$ cat config.mk
export PLATFORM = sky130hd
export DESIGN_NAME = uart_rx_framer
export DESIGN_NICKNAME = d
export VERILOG_FILES = /design/src/rtl/uart_pkg.sv /design/src/rtl/uart_rx_sync.sv /design/src/rtl/uart_rx_framer.sv
export SDC_FILE = /design/constraint.sdc
export NUM_CORES = 1
export LEC_CHECK = 0
export CORE_MARGIN = 2
export CORE_UTILIZATION = 35
export CTS_CLUSTER_SIZE = 10
export DETAILED_ROUTE_END_ITERATION = 16
export PLACE_DENSITY_LB_ADDON = 0.3
export SETUP_SLACK_MARGIN = 0.05
export SYNTH_ARGS = -nofsm -noshare
export SYNTH_HDL_FRONTEND = slang
export SYNTH_SLANG_ARGS = --single-unit
$ cat constraint.sdc
create_clock -name clk -period 2.2 [get_ports clk]
set_input_delay 0.44 -clock clk [delete_from_list [all_inputs] [get_ports clk]]
set_output_delay 0.44 -clock clk [all_outputs]
set_load 0.005 [all_outputs]
$ cat src/rtl/uart_pkg.sv
// Shared UART receive-path definitions: frame layout, idle frame and framer states.
package uart_pkg;

  localparam int unsigned FRAME_W    = 9;
  localparam int unsigned DATA_W     = 7;
  localparam int unsigned STOP_POS   = 8;
  localparam int unsigned PARITY_POS = 7;

  localparam logic [FRAME_W-1:0] IDLE_FRAME = 9'h1FF;

  typedef enum logic [1:0] {
    IDLE  = 2'd0,
    START = 2'd1,
    SHIFT = 2'd2,
    DONE  = 2'd3
  } rx_state_e;

endpackage

$ cat src/rtl/uart_rx_sync.sv
// Two-flop synchroniser for the async rx line plus a history flop for falling-edge detection.
module uart_rx_sync (
  input  logic clk,
  input  logic reset,
  input  logic rx_i,
  output logic rx_sync_o,
  output logic fall_c
);

  logic meta_q;
  logic sync_q;
  logic prev_q;

  // Resync chain; resets to the idle (high) line level so no edge is seen on release.
  always_ff @(posedge clk) begin
    if (!reset) begin
      meta_q <= 1'b1;
      sync_q <= 1'b1;
      prev_q <= 1'b1;
    end else begin
      meta_q <= rx_i;
      sync_q <= meta_q;
      prev_q <= sync_q;
    end
  end

  assign rx_sync_o = sync_q;
  assign fall_c    = !sync_q && prev_q;

endmodule

$ cat src/rtl/uart_rx_framer.sv
// UART receive framer: start-bit detect, mid-bit sampling of 9 bits, one-cycle load strobe.
module uart_rx_framer
  import uart_pkg::*;
#(
  parameter int unsigned CLKS_PER_BIT = 5208
) (
  input  logic               clk,
  input  logic               reset,
  input  logic               rx,
  output logic [FRAME_W-1:0] frame_out,
  output logic               load,
  output logic               busy
);

  localparam int unsigned HALF_BIT = CLKS_PER_BIT / 2;
  localparam int unsigned CNT_W    = $clog2(CLKS_PER_BIT);
  localparam int unsigned BIT_W    = 4;

  localparam logic [CNT_W-1:0] HALF_LAST = CNT_W'(HALF_BIT - 1);
  localparam logic [CNT_W-1:0] BIT_LAST  = CNT_W'(CLKS_PER_BIT - 1);
  localparam logic [BIT_W-1:0] LAST_BIT  = BIT_W'(FRAME_W - 1);

  logic rx_sync;
  logic fall;

  rx_state_e          state_q,  state_d;
  logic [CNT_W-1:0]   cnt_q,    cnt_d;
  logic [BIT_W-1:0]   bitcnt_q, bitcnt_d;
  logic [FRAME_W-1:0] shreg_q,  shreg_d;
  logic               load_q,   load_d;
  logic               busy_q,   busy_d;

  uart_rx_sync u_sync (
    .clk       (clk),
    .reset     (reset),
    .rx_i      (rx),
    .rx_sync_o (rx_sync),
    .fall_c    (fall)
  );

  // State and datapath registers; a reset mid-frame drops the partial frame.
  always_ff @(posedge clk) begin
    if (!reset) begin
      state_q  <= IDLE;
      cnt_q    <= '0;
      bitcnt_q <= '0;
      shreg_q  <= IDLE_FRAME;
      load_q   <= 1'b0;
      busy_q   <= 1'b0;
    end else begin
      state_q  <= state_d;
      cnt_q    <= cnt_d;
      bitcnt_q <= bitcnt_d;
      shreg_q  <= shreg_d;
      load_q   <= load_d;
      busy_q   <= busy_d;
    end
  end

  // Next-state: half-bit to start centre, then full-bit steps to each data/parity/stop centre.
  always_comb begin
    state_d  = state_q;
    cnt_d    = cnt_q;
    bitcnt_d = bitcnt_q;
    shreg_d  = shreg_q;

    case (state_q)
      IDLE: begin
        if (fall) begin
          state_d = START;
          cnt_d   = '0;
        end
      end
      START: begin
        if (cnt_q == HALF_LAST) begin
          cnt_d    = '0;
          bitcnt_d = '0;
          state_d  = rx_sync ? IDLE : SHIFT;
        end else begin
          cnt_d = cnt_q + CNT_W'(1);
        end
      end
      SHIFT: begin
        if (cnt_q == BIT_LAST) begin
          shreg_d = {rx_sync, shreg_q[FRAME_W-1:1]};
          cnt_d   = '0;
          if (bitcnt_q == LAST_BIT) begin
            state_d = DONE;
          end else begin
            bitcnt_d = bitcnt_q + BIT_W'(1);
          end
        end else begin
          cnt_d = cnt_q + CNT_W'(1);
        end
      end
      DONE: begin
        state_d = IDLE;
      end
      default: begin
        state_d = IDLE;
      end
    endcase

    load_d = (state_d == DONE);
    busy_d = (state_d != IDLE);
  end

  assign frame_out = shreg_q;
  assign load      = load_q;
  assign busy      = busy_q;

endmodule

# Word-level counts from Yosys, hierarchy flattened
# Index checks and enable logic that the tools add are counted.
[totals]
ff_bits = 33
wordCells = 45
input_bits = 3
out_inout_bits = 11
[op_classes]
n_eq_ne = 11
muxes = 14
addsub = 2
n_reduce_logical = 9
[op_table]
columns = ["op", "n"]
rows = [
  ["13-bit two-way mux", 3],
  ["13-bit case mux with 3 select lines", 1],
  ["13-bit by 1-bit adder with 13-bit output (second input constant)", 1],
  ["13-bit by 12-bit == test with 1-bit output (second input constant)", 1],
  ["13-bit == test (second input constant)", 1],
  ["4-bit two-way mux", 3],
  ["2-bit two-way mux", 5],
  ["2-bit inequality test (second input constant)", 4],
  ["2-bit case mux with 4 select lines", 1],
  ["4-bit case mux with 2 select lines", 1],
  ["2-bit == test (second input constant)", 3],
  ["4-bit by 1-bit adder with 4-bit output (second input constant)", 1],
  ["4-bit == test (second input constant)", 1],
  ["2-bit AND reduction", 2],
  ["4-bit AND reduction", 1],
  ["2-bit nonzero test", 2],
  ["3-bit nonzero test", 1],
  ["2-bit by 1-bit == test with 1-bit output (second input constant)", 1],
  ["2-bit zero test", 1],
  ["1-bit logical AND", 1],
  ["1-bit zero test", 1],
]

# Logic depth before layout (Yosys ltp)
[depth]
depth_word = 5
ltp_mapped = 8
ltp_nobuf = 7

# Cells and area by module
# From an unflattened synthesis, not the netlist that was laid out.
[hier_totals]
cells_unflattened = 165
area_unflattened_um2 = 1626.6
[modules_own_cells]
columns = ["module", "instances", "cells_each", "area_per_inst_um2", "seq_area_each_um2"]
rows = [
  ["uart_rx_framer", 1, 158, 1541.5, 600.6],
  ["uart_rx_sync", 1, 7, 85.1, 60.1],
]

# Worst setup path after synthesis
# OpenSTA, ideal clock, no wires.
[synth_path]
kind = "register -> register"
startpoint = "register cnt_q[0]"
endpoint = "register bitcnt_q[3]"
slack_ns = 0.148
required_ns = 2.130
arrival_time_ns = 1.982
setup_ns = 0.070
period_less_slack_ns = 2.052
n_path_buf = 0
path_stages_with_launch = 7
cell_sequence = "dfxtp_1 ha_1 or3b_4 o41ai_4 o211ai_4 or3_1 a21oi_1"
[synth_between]
elab_chain_cells = 3
word_cells_on_any_way = 5
cone_classes = "eq/ne (4); reduce/logical (1)"
[synth_lines]
columns = ["item", "line_no", "rtl"]
rows = [
  ["start, declared", "uart_rx_framer.sv:27", "logic [CNT_W-1:0] cnt_q, cnt_d;"],
  ["start signal, assigned", "uart_rx_framer.sv:52", "cnt_q <= cnt_d;"],
  ["13-bit == test or 13-bit by 12-bit == test with 1-bit output (tied branches)", "uart_rx_framer.sv:84, uart_rx_framer.sv:75", ""],
  ["2-bit inequality test (no source line)", "-", ""],
  ["4-bit AND reduction (no source line) (*)", "-", ""],
  ["end signal, assigned", "uart_rx_framer.sv:53", "bitcnt_q <= bitcnt_d;"],
  ["end, declared", "uart_rx_framer.sv:28", "logic [BIT_W-1:0] bitcnt_q, bitcnt_d;"],
]
# Every way passes the cells marked *; elsewhere a longest branch is shown, timed or not.
# A chain may end at the register's enable or synchronous reset.

# Final worst setup path
# Same ends and word-level chain as after synthesis.

==> summary.txt <==
Power
  • Switching Share: 26.65%
  • PwrDens: 734.2 nW/um2
  • Psw: between 300 and 400 uW
  • Total power draw: 1.475 mW
  • Peak supply drop: 0.0004278 V
  • Internal power: around 1.1 mW
  • Clock share of power: a little over 40%
  • P_leak: 0.7163 nW
  • Combinational share of power: around 17%
  • Sequential share of power: a little over two fifths

Yosys
  • Mapped cell area: 1669 um2
  • Synth area leader: dfxtp_1
  • Top post-synthesis cells by area: dfxtp_1 (40%), ha_1 (6.0%), mux2i_1 (6.0%), nand2_1 (4.7%), xor2_1 (3.7%)
  • Distinct cells, synth: 46
  • Synth top area share: 39.58%
  • Syn Inst Count: 182
  • Main flop type after synthesis: dfxtp_1
  • EDFF count, synth: 0
  • Ys Warns: 0
  • Avg Inst Size Synth: 9.171 um2
  • Flops & latches, synth: 33
  • Async set or reset register ratio after synthesis: 0%
  • Sequential fraction of the synthesis area: 39.58%
  • Syn nets: 193
  • Commonest cells post-synth: dfxtp_1 (33), nand2_1 (21), nor2_1 (15), nand3_1 (12), mux2i_1 (10)
  • Top-count cell post-synth: dfxtp_1

Worst setup path
  • Worst EP arrival: 2.26 ns
  • Req. time, crit path: between 2 and 2.5 ns
  • CP Class: reg -> reg
  • Crit end category: flop
  • Startpoint type of the worst setup path: flop
  • CP max FO: 4

Clock network
  • Setup Fix Bufs, Post-CTS: 0
  • Hold Buf Count CTS: 0
  • Num CTS Buffers: 5
  • Clk sinks: 33
  • Post-CTS Resized: 0
  • Worst skew pair latency: 0.30 ns
  • CTS root buf: clkbuf_8
  • TritonCTS clock tree: built
  • Clock slew at reported path FFs: about 0.070 ns
  • Clock buffer depth: 2
  • CTS H-Tree Depth: 2

STA
  • Fin crit period: 2.034 ns
  • Final Skew: just over 0.005 ns
  • Setup violations, final: 0
  • Max Clock Freq: approximately 490 MHz
  • Slew Limit Fails: 0
  • Final Hold Fails: 0
  • Fin crit share: 92.44%
  • Setup TNS Final: 0 ns
  • Relative slew slack: between 60% and 70%
  • RSZ-0062 raised after global routing: false
  • Worst-margin pin slew: 0.4548 ns

Final layout
  • FF+latch area: around 660 um2
  • Share of cells above drive strength 1: between 10% and 20%
  • Multi-input logic area: 952.2 um2
  • FILL cells: roughly 470
  • Nets: 211
  • Area grow syn2layout: 20.39%
  • # diodes: 0

Global route
  • Met2 track demand over resource: between 20% and 30%
  • Total GRT Usage: approximately 14%
  • Initial antenna violation count: 0
  • GR met1 Demand/Resource: 18.10%
  • Grt peak-use layer: met2
  • Vias in the first global route: 1231
  • Global route overflow: 0
  • Met3 GRT Util: approximately 4.6%
  • First-pass GRT wire length: about 5800 um
  • Largest net degree at the start of global routing: 15

Die
  • Chip Width: 73.06 um
  • Die ar.: 5337 um2
  • Initial core utilization: 35.81%
  • Die H: 73.06 um
  • IO Count: 14
  • Std-Cell Rows: 25
  • Core ar.: 4661 um2

Routing
  • DR WL/cell: 13.01 um
  • Vias per inst: 5.114
  • Drt total wl: around 3300 um
  • First-pass DRT Iterations: 4
  • Vias: between 1000 and 1500
  • Antenna viol nets, final: 0
  • DR iter-0 viols: 48
  • # DRC: 0

Placed design
  • Detailed Place HPWL: 2417 um
  • IO Port Bufs: 13
  • GP Congestion: 0.8057

Flow run
  • Max Cap Viol: 0

Run status
  • Run status: finished clean

Worst hold path
  • Worst hold-check path type: reg -> reg
-- power groups by stage --
stage / logic, mW / registers [mW] / clock network [mW]
final: 0.247 / 0.624 / 0.604
after detailed placement: 0.240 / 0.638 / 0
after CTS: 0.241 / 0.624 / 0.622
after global placement: 0.244 / 0.638 / 0
after global routing: 0.276 / 0.625 / 0.645
after floorplan: 0.182 / 0.637 / 0
-- per-stage QoR --
step           cell area, um2  instances  util, %  hold slack, ns  worst slack [ns]
3_5_place_dp             1873        247    40.19          0.3947            0.1126
4_1_cts                  1993        255    42.77          0.4127           0.09758
6_report                 2009        255    43.11          0.4091            0.1663
5_1_grt                  2009        255    43.11          0.4224           0.05863
2_1_floorplan            1669        182        -          0.3863            0.1482
3_3_place_gp             1873        247    40.19          0.3959            0.1567
-- registers in the layout, summed over array words and instances (netlist names) --
signal / count
cnt_q: 13
frame_out: 9
bitcnt_q: 4
state_q: 2
busy: 1
load: 1
u_sync.meta_q: 1
u_sync.prev_q: 1
u_sync.rx_sync_o: 1
-- final timing paths --
check	start	end	slack, ns	depth (start not counted)
worst max-delay path	cnt_q[0]	bitcnt_q[3]	0.17	6
worst min-delay path	u_sync.meta_q	u_sync.rx_sync_o	0.41	1
worst min register to register	u_sync.meta_q	u_sync.rx_sync_o	0.41	1
worst max register to register	cnt_q[0]	bitcnt_q[3]	0.17	6
-- worst max-delay path: stages (launching register included) --
cell and delay [ns]:
dfxtp_1 0.37, ha_1 0.19, or3b_4 0.43, o41ai_4 0.33, o211ai_4 0.16, or3_1 0.36
a21oi_1 0.13
-- logic make-up after synthesis --
| logic type | share of synthesized area (%) |
|---|---|
| AND/OR/NAND/NOR | 26.84 |
| flip-flops | 39.58 |
| AO/OA/AOI/OAI | 11.85 |
| buffers and inverters | 4.347 |
| multiplexers | 6.672 |
| XOR/XNOR | 4.723 |
| adder cells (fa/ha/maj) | 5.997 |
-- cell usage in the layout, fill, tap and decap left out, types with 2 or more instances in the layout --
cell	n
dfxtp_1	33
nand2_1	21
nor2_1	15
clkdlybuf4s50_1	13
nand3_1	12
mux2i_1	10
inv_1	9
a21oi_1	7
xor2_1	7
ha_1	7
clkbuf_8	6
buf_4	6
nand2b_1	5
nand4_1	4
and3_1	4
a31oi_1	3
nand4bb_1	2
nand4b_1	2
or3_1	2
o2bb2ai_1	2
o21ai_0	2
nand3b_1	2
xnor2_1	2
-- layer usage --
metal  share of wire, %  up-vias
li1                   -      674
met1                 50      606
met2                 43       16
met3                4.3        8
met4                2.8        0
met5                  0        -
-- layout make-up --
cell class                      instances  area share, %
Tap cell                               54          3.362
Clock buffer                            6          4.110
Clock inverter                          2          1.868
Inverter                                9          1.681
Sequential cell                        33          32.88
Timing Repair Buffer                   19          8.717
Multi-Input combinational cell        132          47.38
(Power assumes the default switching activity.)
